[src/rtl/uart_tx_ctrl.sv]
// UART transmit framing controller: sequences start, data, parity and stop
// bits around an external serializer and drives the serial line.
module uart_tx_ctrl #(
  parameter int unsigned STOP_BITS = 1
) (
  input  logic CLK,
  input  logic RST,
  input  logic DATA_VALID,
  input  logic PAR_EN,
  input  logic ser_data,
  input  logic ser_done,
  input  logic par_bit,
  output logic ser_en,
  output logic TX_OUT,
  output logic busy
);

  typedef enum logic [2:0] {
    IDLE,
    START,
    DATA,
    PARITY,
    STOP
  } state_t;

  localparam logic STOP_LAST = 1'(STOP_BITS - 1);

  state_t state;
  state_t state_nx;
  logic   par_en_q;
  logic   stop_cnt;
  logic   last_stop;
  logic   take;

  assign last_stop = (state == STOP) && (stop_cnt == STOP_LAST);

  // A request is accepted only when idle or in the final stop cycle.
  assign take = DATA_VALID &&
                ((state == IDLE) || last_stop);

  always_ff @(posedge CLK or negedge RST) begin
    if (!RST) begin
      state <= IDLE;
    end else begin
      state <= state_nx;
    end
  end

  always_ff @(posedge CLK or negedge RST) begin
    if (!RST) begin
      par_en_q <= 1'b0;
    end else if (take) begin
      par_en_q <= PAR_EN;
    end
  end

  // Zero on STOP entry; advances through non-final stop cycles.
  always_ff @(posedge CLK or negedge RST) begin
    if (!RST) begin
      stop_cnt <= 1'b0;
    end else if (state == STOP && !last_stop) begin
      stop_cnt <= stop_cnt + 1'b1;
    end else begin
      stop_cnt <= 1'b0;
    end
  end

  always_comb begin
    state_nx = state;
    unique case (state)
      IDLE: begin
        if (take) state_nx = START;
      end
      START: state_nx = DATA;
      DATA: begin
        if (ser_done) begin
          state_nx = par_en_q ? PARITY : STOP;
        end
      end
      PARITY: state_nx = STOP;
      STOP: begin
        if (last_stop) begin
          state_nx = take ? START : IDLE;
        end
      end
      default: state_nx = IDLE;
    endcase
  end

  always_comb begin
    TX_OUT = 1'b1;
    ser_en = 1'b0;
    busy   = 1'b1;
    unique case (state)
      IDLE: begin
        busy = 1'b0;
      end
      START: begin
        TX_OUT = 1'b0;
        ser_en = 1'b1;
      end
      DATA: begin
        TX_OUT = ser_data;
        ser_en = 1'b1;
      end
      PARITY: begin
        TX_OUT = par_bit;
      end
      STOP: begin
        TX_OUT = 1'b1;
      end
      default: begin
        busy = 1'b0;
      end
    endcase
  end

endmodule

[config.mk]
export PLATFORM = sky130hd
export DESIGN_NAME = uart_tx_ctrl
export DESIGN_NICKNAME = d
export VERILOG_FILES = /design/src/rtl/uart_tx_ctrl.sv
export SDC_FILE = /design/constraint.sdc
export NUM_CORES = 1
export LEC_CHECK = 0
export BUFFER_PORTS_ARGS = -buffer_cell sky130_fd_sc_hd__buf_2
export CORE_AREA = 2 2 39 41
export DETAILED_ROUTE_END_ITERATION = 16
export DIE_AREA = 0 0 41 43
export PLACE_DENSITY = 0.48
export REMOVE_ABC_BUFFERS = 1
export SLEW_MARGIN = 20
export SYNTH_ARGS = -nofsm -noshare
export SYNTH_HDL_FRONTEND = slang
export SYNTH_SLANG_ARGS = --single-unit
[constraint.sdc]
create_clock -name CLK -period 1.4 [get_ports CLK]
set_input_delay 0.07 -clock CLK [delete_from_list [all_inputs] [get_ports CLK]]
set_output_delay 0.07 -clock CLK [all_outputs]
set_load 0.02 [all_outputs]
==> results of run 1 <==
## layout make-up
class / count / share of cell area (%)
multi-input combinational: 23 / 37.78
clock buffer: 4 / 5.966
inverter: 4 / 3.409
timing repair buffer: 14 / 19.32
sequential: 5 / 28.98
tap: 16 / 4.545
## worst max-delay path: cells and delay by family (launching register included)
family / cells / cell delay (ps)
AO/OA/AOI/OAI: 1 / 130
flip-flops: 1 / 430
AND/OR/NAND/NOR: 1 / 290
buffers and inverters: 1 / 180
## routing by layer
| layer | track usage, % | vias to the layer above | wire (um) |
|---|---|---|---|
| li1 | - | 150 | - |
| met1 | 7.213 | 132 | 263 |
| met2 | 12.50 | 7 | 301 |
| met3 | 3.141 | 2 | 53 |
| met4 | 8.000 | 0 | 5 |
| met5 | 0 | - | 0 |
## sequential cells by signal, summed over array words and instances, names as in the netlist
name      cells
stop_cnt      1
state         3
par_en_q      1
## logic make-up after synthesis
kind of cell    Yosys count
compound gates           11
xor+xnor                  1
buf+inv                   7
flops                     5
mux                       1
other cells               1
simple gates              9
## stage by stage
step	setup slack [ps]	power (uW)	utilization [%]	instance area [um^2]	instances
3_3_place_gp	169.3	843.9	26.85	371.6	57
2_1_floorplan	172.0	705.3	-	306.5	32
3_5_place_dp	172.4	841.9	26.85	371.6	57
6_report	64.92	1076	31.83	440.4	66
4_1_cts	41.61	1095	31.83	440.4	66
5_1_grt	21.01	1160	31.83	440.4	66
## synthesized netlist by cell type (2+ instances only)
master   instances
inv_1            4
a21oi_1          4
dfrtp_1          5
nand3_1          2
buf_6            2
nand2_1          2
## timing repair
| action | 4_1_cts | 5_1_grt |
|---|---|---|
| buffers inserted | 4 | 0 |
| resized for setup | 2 | 0 |
| setup endpoints to repair | 2 | 0 |
| hold endpoints to repair | 5 | 0 |
| hold buffers | 1 | 0 |
## final timing paths
check,from,to,cells after the start
min,PAR_EN,par_en_q,2
min in group asynchronous,RST,par_en_q,2
max reg2reg,state[0],state[0],4
max in group asynchronous,RST,state[1],2
min reg2reg,par_en_q,par_en_q,1
max,state[0],ser_en,3
## power groups by stage
stage / sequential, uW / combinational, uW / clock, uW
2_1_floorplan: 300 / 405 / 0
3_3_place_gp: 327 / 516 / 0
3_5_place_dp: 327 / 515 / 0
4_1_cts: 289 / 634 / 172
5_1_grt: 301 / 680 / 179
6_report: 289 / 626 / 161
==> results.ini, run 1 <==
[yosys]
synthSimpleGateAreaFrac_pct = 15.99
yosys-top-cells-area = dfrtp_1, buf_6, a21oi_1, a221oi_2, inv_1
synth_seq_cells = 5
yosysTopAreaCell = dfrtp_1
yosysTopAreaCellShare_pct = 37.17
synth-edff-count = 0
synth_adder_area_share_pct = 0
yosysUniqueCellTypes = 22
yosysWarnings = 0
netlist_area_um2 = 336.6
synth.area.mux_share_pct = 3.346
synth_compound_area_share_pct = 26.39
synth_xor_area_share_pct = 2.602
yosysSeqAreaShare_pct = 37.17
synthFlopType = dfrtp_1
async_reset_ff_share_pct = 100.0
synth_cells = 35
synth_top_family_by_area = compound AO/OA/AOI/OAI gates
syn_avg_cell_area_um2 = 9.616

[routing]
vias_per_cell = 4.409
wl_um = 623
num_vias = 291
drc = 0
postRouteAntennaNets = 0
first_pass_iters = 3
drtIter0Drc = 2
wl_per_cell_um = 9.439

[finish]
drive_above_1_share_pct = 50.00
nFillCells = 162
nets = 58
multi_input_area_um2 = 166.4
layout_commonest_cell = buf_2
layout.area.seq_um2 = 127.6
syn_to_final_growth_pct = 30.85
num_antenna_cells = 0
final_cell_mix = buf_2, inv_1, a21oi_1, buf_4

[cts]
clock_tree.root_cell = clkbuf_4
cts_tree = yes
numCtsBuffers = 3
htree_num_levels = 1
clk_path_buf_depth = 2
clkTransAtPathRegs_ps = 40
clock_latency_ps = 240
cts_sinks = 5

[worst_setup_path]
cp_max_fo = 5
max_stage_delay_ps = 430
cp.arrival_ps = 1270
crit_chain = or2b_2 > a21oi_1 > buf_2
worstSetupPathType = reg2out
worst_setup_path_end_kind = output port
rrSetupSlack_ps = 190
cp.required_ps = 1330
start_kind = register
slowest_stage = dfrtp_2

[place]
numPortBuffers = 9
dp_hpwl_um = 451.9
finalWeightedCongestion = 0.6479

[grt]
gr-total-overflow = 0
grt_max_degree = 11
grt_pass1_vias = 240
antenna_found_initial = 0
grt_pass1_wl_um = 890
grt_use_total_pct = 8.081

[timing]
grt_setup_unrepaired = no
fin_crit_ps = 1335
setup_violations = 0
period_share_pct = 95.36
max_freq_mhz = 749.0
hold_ws_ps = 65.09
setup-tns-final_ps = 0
drv_slew = 0
hold_violations = 0
fin_skew_ps = 1.313

[floorplan]
coreArea_um2 = 1384
placementRows = 14
io_pins = 10
die_y_um = 43
die-width_um = 41
die-area_um2 = 1763
start_util_pct = 24.32

[power]
peakVddDrop_mv = 0.6918
p_clk_share_pct = 14.9
netSwitchingPower_uw = 449.5
p_leak_uw = 0.0002069
powerDensity_nw_per_um2 = 2444
pwr-share-seq_pct = 26.9
power_frac_comb_pct = 58.2
internal-power_uw = 627.0
p_sw_share_pct = 41.76

[status]
status = finished, final reports clean

[worst_hold_path]
hold_path_class = in2reg

[flow_run]
cap_viol_max_count = 0

No activity file was read; power rests on OpenSTA's default activity.
==> run 2, diff against run 1 <==
==> constraint.sdc (replaced) <==
create_clock -name CLK -period 1.4 [get_ports CLK]
set_input_delay 0 -clock CLK [delete_from_list [all_inputs] [get_ports CLK]]
set_output_delay 0 -clock CLK [all_outputs]
set_load 0.02 [all_outputs]
==> run 2 against run 1 <==
- first-iteration DRC count is 100% lower
- count of clock-buffer cells in the layout stayed put
- sequential power is 15% higher
- clock power hardly changed
- fmax is 0.14% lower
- hold slack better by 10 ps
==> results.ini, run 2 (same netlist as run 1, synthesis figures left out) <==
[power]
peakVddDrop_mv = 0.6519  ; -5.8%
p_sw_share_pct = 43.46  ; +1.7 points
pwr-share-seq_pct = 33.1  ; +6.2 points
powerDensity_nw_per_um2 = 2388  ; -2.3%
p_clk_share_pct = 16.0  ; +1.1 points
p_leak_uw = 0.0001908  ; -7.8%
power_frac_comb_pct = 50.9  ; -7.3 points
internal-power_uw = 567.5  ; -9.5%
netSwitchingPower_uw = 436.3  ; -2.9%

[finish]
nets = 55  ; -5.2%
finish.instance_area_um2 = 420.4  ; -4.5%
drive_above_1_share_pct = 44.68  ; -5.3 points
syn_to_final_growth_pct = 24.91
final_cell_mix = buf_2, inv_1, a21oi_1
top_regs = state (3), par_en_q (1), stop_cnt (1)
final_cells = 63  ; -4.5%
num_antenna_cells = 0  ; unchanged
layout_commonest_cell = buf_2
largest_register = state
largest_register_ffs = 3  ; unchanged
finalCoreUtilization_pct = 30.38  ; -1.4 points

[routing]
drc = 0  ; unchanged
drtIter0Drc = 0  ; -2
wl_per_cell_um = 9.333  ; -1.1%
postRouteAntennaNets = 0  ; unchanged
wl_um = 588  ; -5.6%
first_pass_iters = 1  ; -2
num_vias = 271  ; -6.9%
vias_per_cell = 4.302  ; -2.4%

[place]
dp_cells = 57  ; unchanged
numPortBuffers = 9  ; unchanged
finalWeightedCongestion = 0.6479  ; unchanged
dp_hpwl_um = 451.9  ; unchanged
place_area_um2 = 371.6  ; unchanged

[timing]
period_share_pct = 95.50  ; +0.14 points
hold_violations = 0  ; unchanged
fin_crit_ps = 1337  ; +1.902 ps
setup_violations = 0  ; unchanged
setup-tns-final_ps = 0  ; unchanged
grt_setup_unrepaired = no
fin_skew_ps = 1.287  ; -0.02609 ps
max_freq_mhz = 748.0  ; -0.14%
drv_slew = 0  ; unchanged

[grt]
gr-total-overflow = 0  ; unchanged
antenna_found_initial = 0  ; unchanged
grt_use_total_pct = 7.576  ; -0.51 points
grt_pass1_wl_um = 834  ; -6.3%
grt_max_degree = 11  ; unchanged
grt_pass1_vias = 222  ; -7.5%

[cts]
clkTransAtPathRegs_ps = 40  ; about the same
cts_tree = yes
clock_latency_ps = 240  ; about the same
postCtsSetupBuffers = 0  ; -4
numCtsBuffers = 3  ; unchanged
clk_path_buf_depth = 2  ; unchanged
htree_num_levels = 1  ; unchanged
cts_sinks = 5  ; unchanged
clock_tree.root_cell = clkbuf_4

[floorplan]
start_util_pct = 24.32  ; unchanged
die-width_um = 41  ; unchanged
die_y_um = 43  ; unchanged
die-area_um2 = 1763  ; unchanged
placementRows = 14  ; unchanged
io_pins = 10  ; unchanged
coreArea_um2 = 1384  ; unchanged

[worst_setup_path]
cp.required_ps = 1400  ; +70 ps
cp_max_fo = 10  ; +5
timing.rr.start = state[2]
rrSetupSlack_ps = 230  ; +40 ps
reg2regPathDepth = 3  ; -1
r2r_end = par_en_q
critical_path.startpoint = state[0]
start_kind = register
worstSetupPathType = reg2out
worst_setup_path_end_kind = output port
cp.arrival_ps = 1340  ; +70 ps

[worst_hold_path]
holdPathStages = 3  ; +1
min_to = state[0]
min_from = DATA_VALID
hold_path_class = in2reg

[status]
status = finished, final reports clean

[flow_run]
cap_viol_max_count = 0  ; unchanged

## run 2: area by class of cell
class,count,area [um^2]
multi-input combinational,23,166.4
clock buffer,4,26.28
timing repair buffer,11,65.06
inverter,4,15.01
sequential,5,127.6
fill,160,963.4
tap,16,20.02
## run 2: power by group through the flow
stage                     clock network, uW  logic, uW  registers, uW
final                                   160        511            332
after CTS                               172        521            331
after detailed placement                  0        515            327
after global placement                    0        516            327
after global routing                    179        559            343
after floorplan                           0        405            300
## run 2: layer usage
metal,share of wire (%),track usage (%),wire length [um],up-vias
li1,-,-,-,143
met1,46,8.197,271,121
met2,46,10.00,270,7
met3,7.8,3.141,46,0
met4,0,8.000,0,0
met5,0,0,0,-
## run 2: repair_timing
action | 4_1_cts | 5_1_grt
hold endpoints to repair | 6 | 0
setup endpoints to repair | 1 | 0
hold buffers | 2 | 0
resized for setup | 2 | 0
## run 2: worst max-delay path by stage
| stage | endpoint | slack [ps] | depth (start not counted) |
|---|---|---|---|
| after floorplan | ser_en | 240 | 2 |
| after global placement | state[0] | 190 | 3 |
| after detailed placement | state[0] | 200 | 3 |
| after CTS | ser_en | 40 | 3 |
| after global routing | ser_en | 20 | 3 |
| final | ser_en | 60 | 3 |
## run 2: critical path, cell delays in order (launching register included)
cell and delay [ps]:
dfrtp_2 480, or2b_2 310, a21oi_1 140, buf_2 180
## run 2: stage by stage
stage          hold WS (ps)  setup WS, ps  power (uW)
3_5_place_dp         -180.4         198.5       841.9
4_1_cts               63.46         42.76        1023
3_3_place_gp         -181.9         193.3       843.9
5_1_grt               92.26         22.40        1081
2_1_floorplan        -295.6         242.0       705.3
6_report              75.17         63.02        1004
==> run 3, diff against run 2 <==
- BUFFER_PORTS_ARGS: -buffer_cell sky130_fd_sc_hd__buf_2 -> default
- DONT_BUFFER_PORTS: default -> 1
- PLACE_DENSITY: 0.48 -> 0.42
==> run 3 against run 2 <==
- critical path depth unchanged
- largest cell class unchanged
- clock power about the same
- critical path type unchanged
- final cell count decreased by 3.2%
- hold slack got worse by 26 ps
- power increased by 7.6%
- first-iteration DRC count increased by 9
- routed wire length increased by 9.2%
==> results.ini, run 3 (same netlist as run 1, synthesis figures left out) <==
[status]
status = finished, final reports clean

[place]
numPortBuffers = 0  ; -9
dp_cells = 50  ; -12%
place_area_um2 = 341.6  ; -8.1%
dp_hpwl_um = 488.2  ; +8.0%
finalWeightedCongestion = 0.6394  ; -1.3%

[floorplan]
die-width_um = 41  ; unchanged
placementRows = 14  ; unchanged
io_pins = 10  ; unchanged
die_y_um = 43  ; unchanged
die-area_um2 = 1763  ; unchanged
start_util_pct = 24.32  ; unchanged
coreArea_um2 = 1384  ; unchanged

[worst_setup_path]
start_kind = register
r2r_end = state[0]
timing.rr.start = state[0]
cp.required_ps = 1400  ; about the same
worst_setup_path_end_kind = output port
cp.arrival_ps = 1300  ; -40 ps
reg2regPathDepth = 4  ; +1
cp_max_fo = 9  ; -1
worstSetupPathType = reg2out
rrSetupSlack_ps = 220  ; about the same

[timing]
fin_skew_ps = 0.4134  ; -0.8738 ps
max_freq_mhz = 768.3  ; +2.7%
period_share_pct = 92.97  ; -2.5 points
fin_crit_ps = 1302  ; -35.35 ps
setup_violations = 0  ; unchanged
hold_ws_ps = 49.56  ; -25.60 ps
hold_violations = 0  ; unchanged
drv_slew = 0  ; unchanged
setup-tns-final_ps = 0  ; unchanged

[power]
powerDensity_nw_per_um2 = 2494  ; +4.4%
peakVddDrop_mv = 0.6655  ; +2.1%
total_power_uw = 1080  ; +7.6%
p_leak_uw = 0.0001887  ; -1.1%

[cts]
numCtsBuffers = 3  ; unchanged
clock_tree.root_cell = clkbuf_4
clkTransAtPathRegs_ps = 40  ; about the same
cts_sinks = 5  ; unchanged
clk_path_buf_depth = 2  ; unchanged
cts_tree = yes
htree_num_levels = 1  ; unchanged
clock_latency_ps = 230  ; about the same

[worst_hold_path]
holdPathStages = 2  ; -1
min_from = ser_done
min_to = state[2]
hold_path_class = in2reg

[finish]
finish.instance_area_um2 = 432.9  ; +3.0%
final_cells = 61  ; -3.2%
largest_register_ffs = 3  ; unchanged
syn_to_final_growth_pct = 28.62
largest_register = state
top_regs = state (3), par_en_q (1), stop_cnt (1)
drive_above_1_share_pct = 37.78  ; -6.9 points
layout_commonest_cell = buf_4
nets = 53  ; -3.6%
final_cell_mix = buf_4, inv_1, a21oi_1, dlygate4sd3_1
num_antenna_cells = 0  ; unchanged

[routing]
vias_per_cell = 4.443  ; +3.3%
drc = 0  ; unchanged
wl_per_cell_um = 10.52  ; +13%
wl_um = 642  ; +9.2%
first_pass_iters = 4  ; +3
postRouteAntennaNets = 0  ; unchanged
drtIter0Drc = 9  ; +9
num_vias = 271  ; unchanged

[grt]
grt_pass1_vias = 237  ; +6.8%
gr-total-overflow = 0  ; unchanged
grt_use_total_pct = 7.972  ; +0.40 points
grt_max_degree = 11  ; unchanged
antenna_found_initial = 0  ; unchanged
grt_pass1_wl_um = 952  ; +14%

[flow_run]
cap_viol_max_count = 0  ; unchanged

-- run 3: worst max-delay path by stage --
stage	startpoint	to	slack, ps	cells past startpoint
finish	state[1]	ser_en	100	3
global placement	state[1]	state[0]	200	3
floorplan	state[1]	ser_en	240	2
detailed placement	state[1]	state[0]	210	3
global route	state[1]	ser_en	-0.3	3
CTS	state[0]	ser_en	7	3
-- run 3: layout make-up --
| cell class | count | area [um^2] |
|---|---|---|
| fillers | 153 | 950.9 |
| multi-input cells | 23 | 166.4 |
| flip-flops and latches | 5 | 127.6 |
| repair buffers | 9 | 77.57 |
| clock buffers | 4 | 26.28 |
| well taps | 16 | 20.02 |
| inverters | 4 | 15.01 |
-- run 3: critical path, stage by stage, from the launching register on --
cell     delay [ps]
dfrtp_2         460
or2b_2          310
a21oi_1         140
buf_4           160
-- run 3: timing repair --
action / CTS / global route
setup buffers: 0 / 3
resized for setup: 1 / 1
endpoints found under the hold margin: 8 / 0
setup endpoints to repair: 1 / 1
hold buffers: 4 / 0
pin swaps: 0 / 0
-- run 3: where the power goes --
group | total (uW) | internal [uW] | switching [uW]
sequential | 298 | 208 | 90.0
clock | 159 | 107 | 51.8
combinational | 623 | 315 | 308
-- run 3: routing by layer --
metal | vias up | routed length (um) | track usage (%) | share of wire [%]
met3 | 0 | 49 | 2.094 | 7.6
li1 | 139 | - | - | -
met4 | 0 | 0 | 6.000 | 0
met2 | 7 | 336 | 10.94 | 52
met1 | 125 | 256 | 10.13 | 40
met5 | - | 0 | 0 | 0
-- run 3: through the flow --
stage	util, %	worst slack, ps
after floorplan	-	242.0
after global placement	24.68	202.0
after detailed placement	24.68	211.3
after CTS	29.57	6.867
after global routing	31.28	-0.2888
final	31.28	98.37
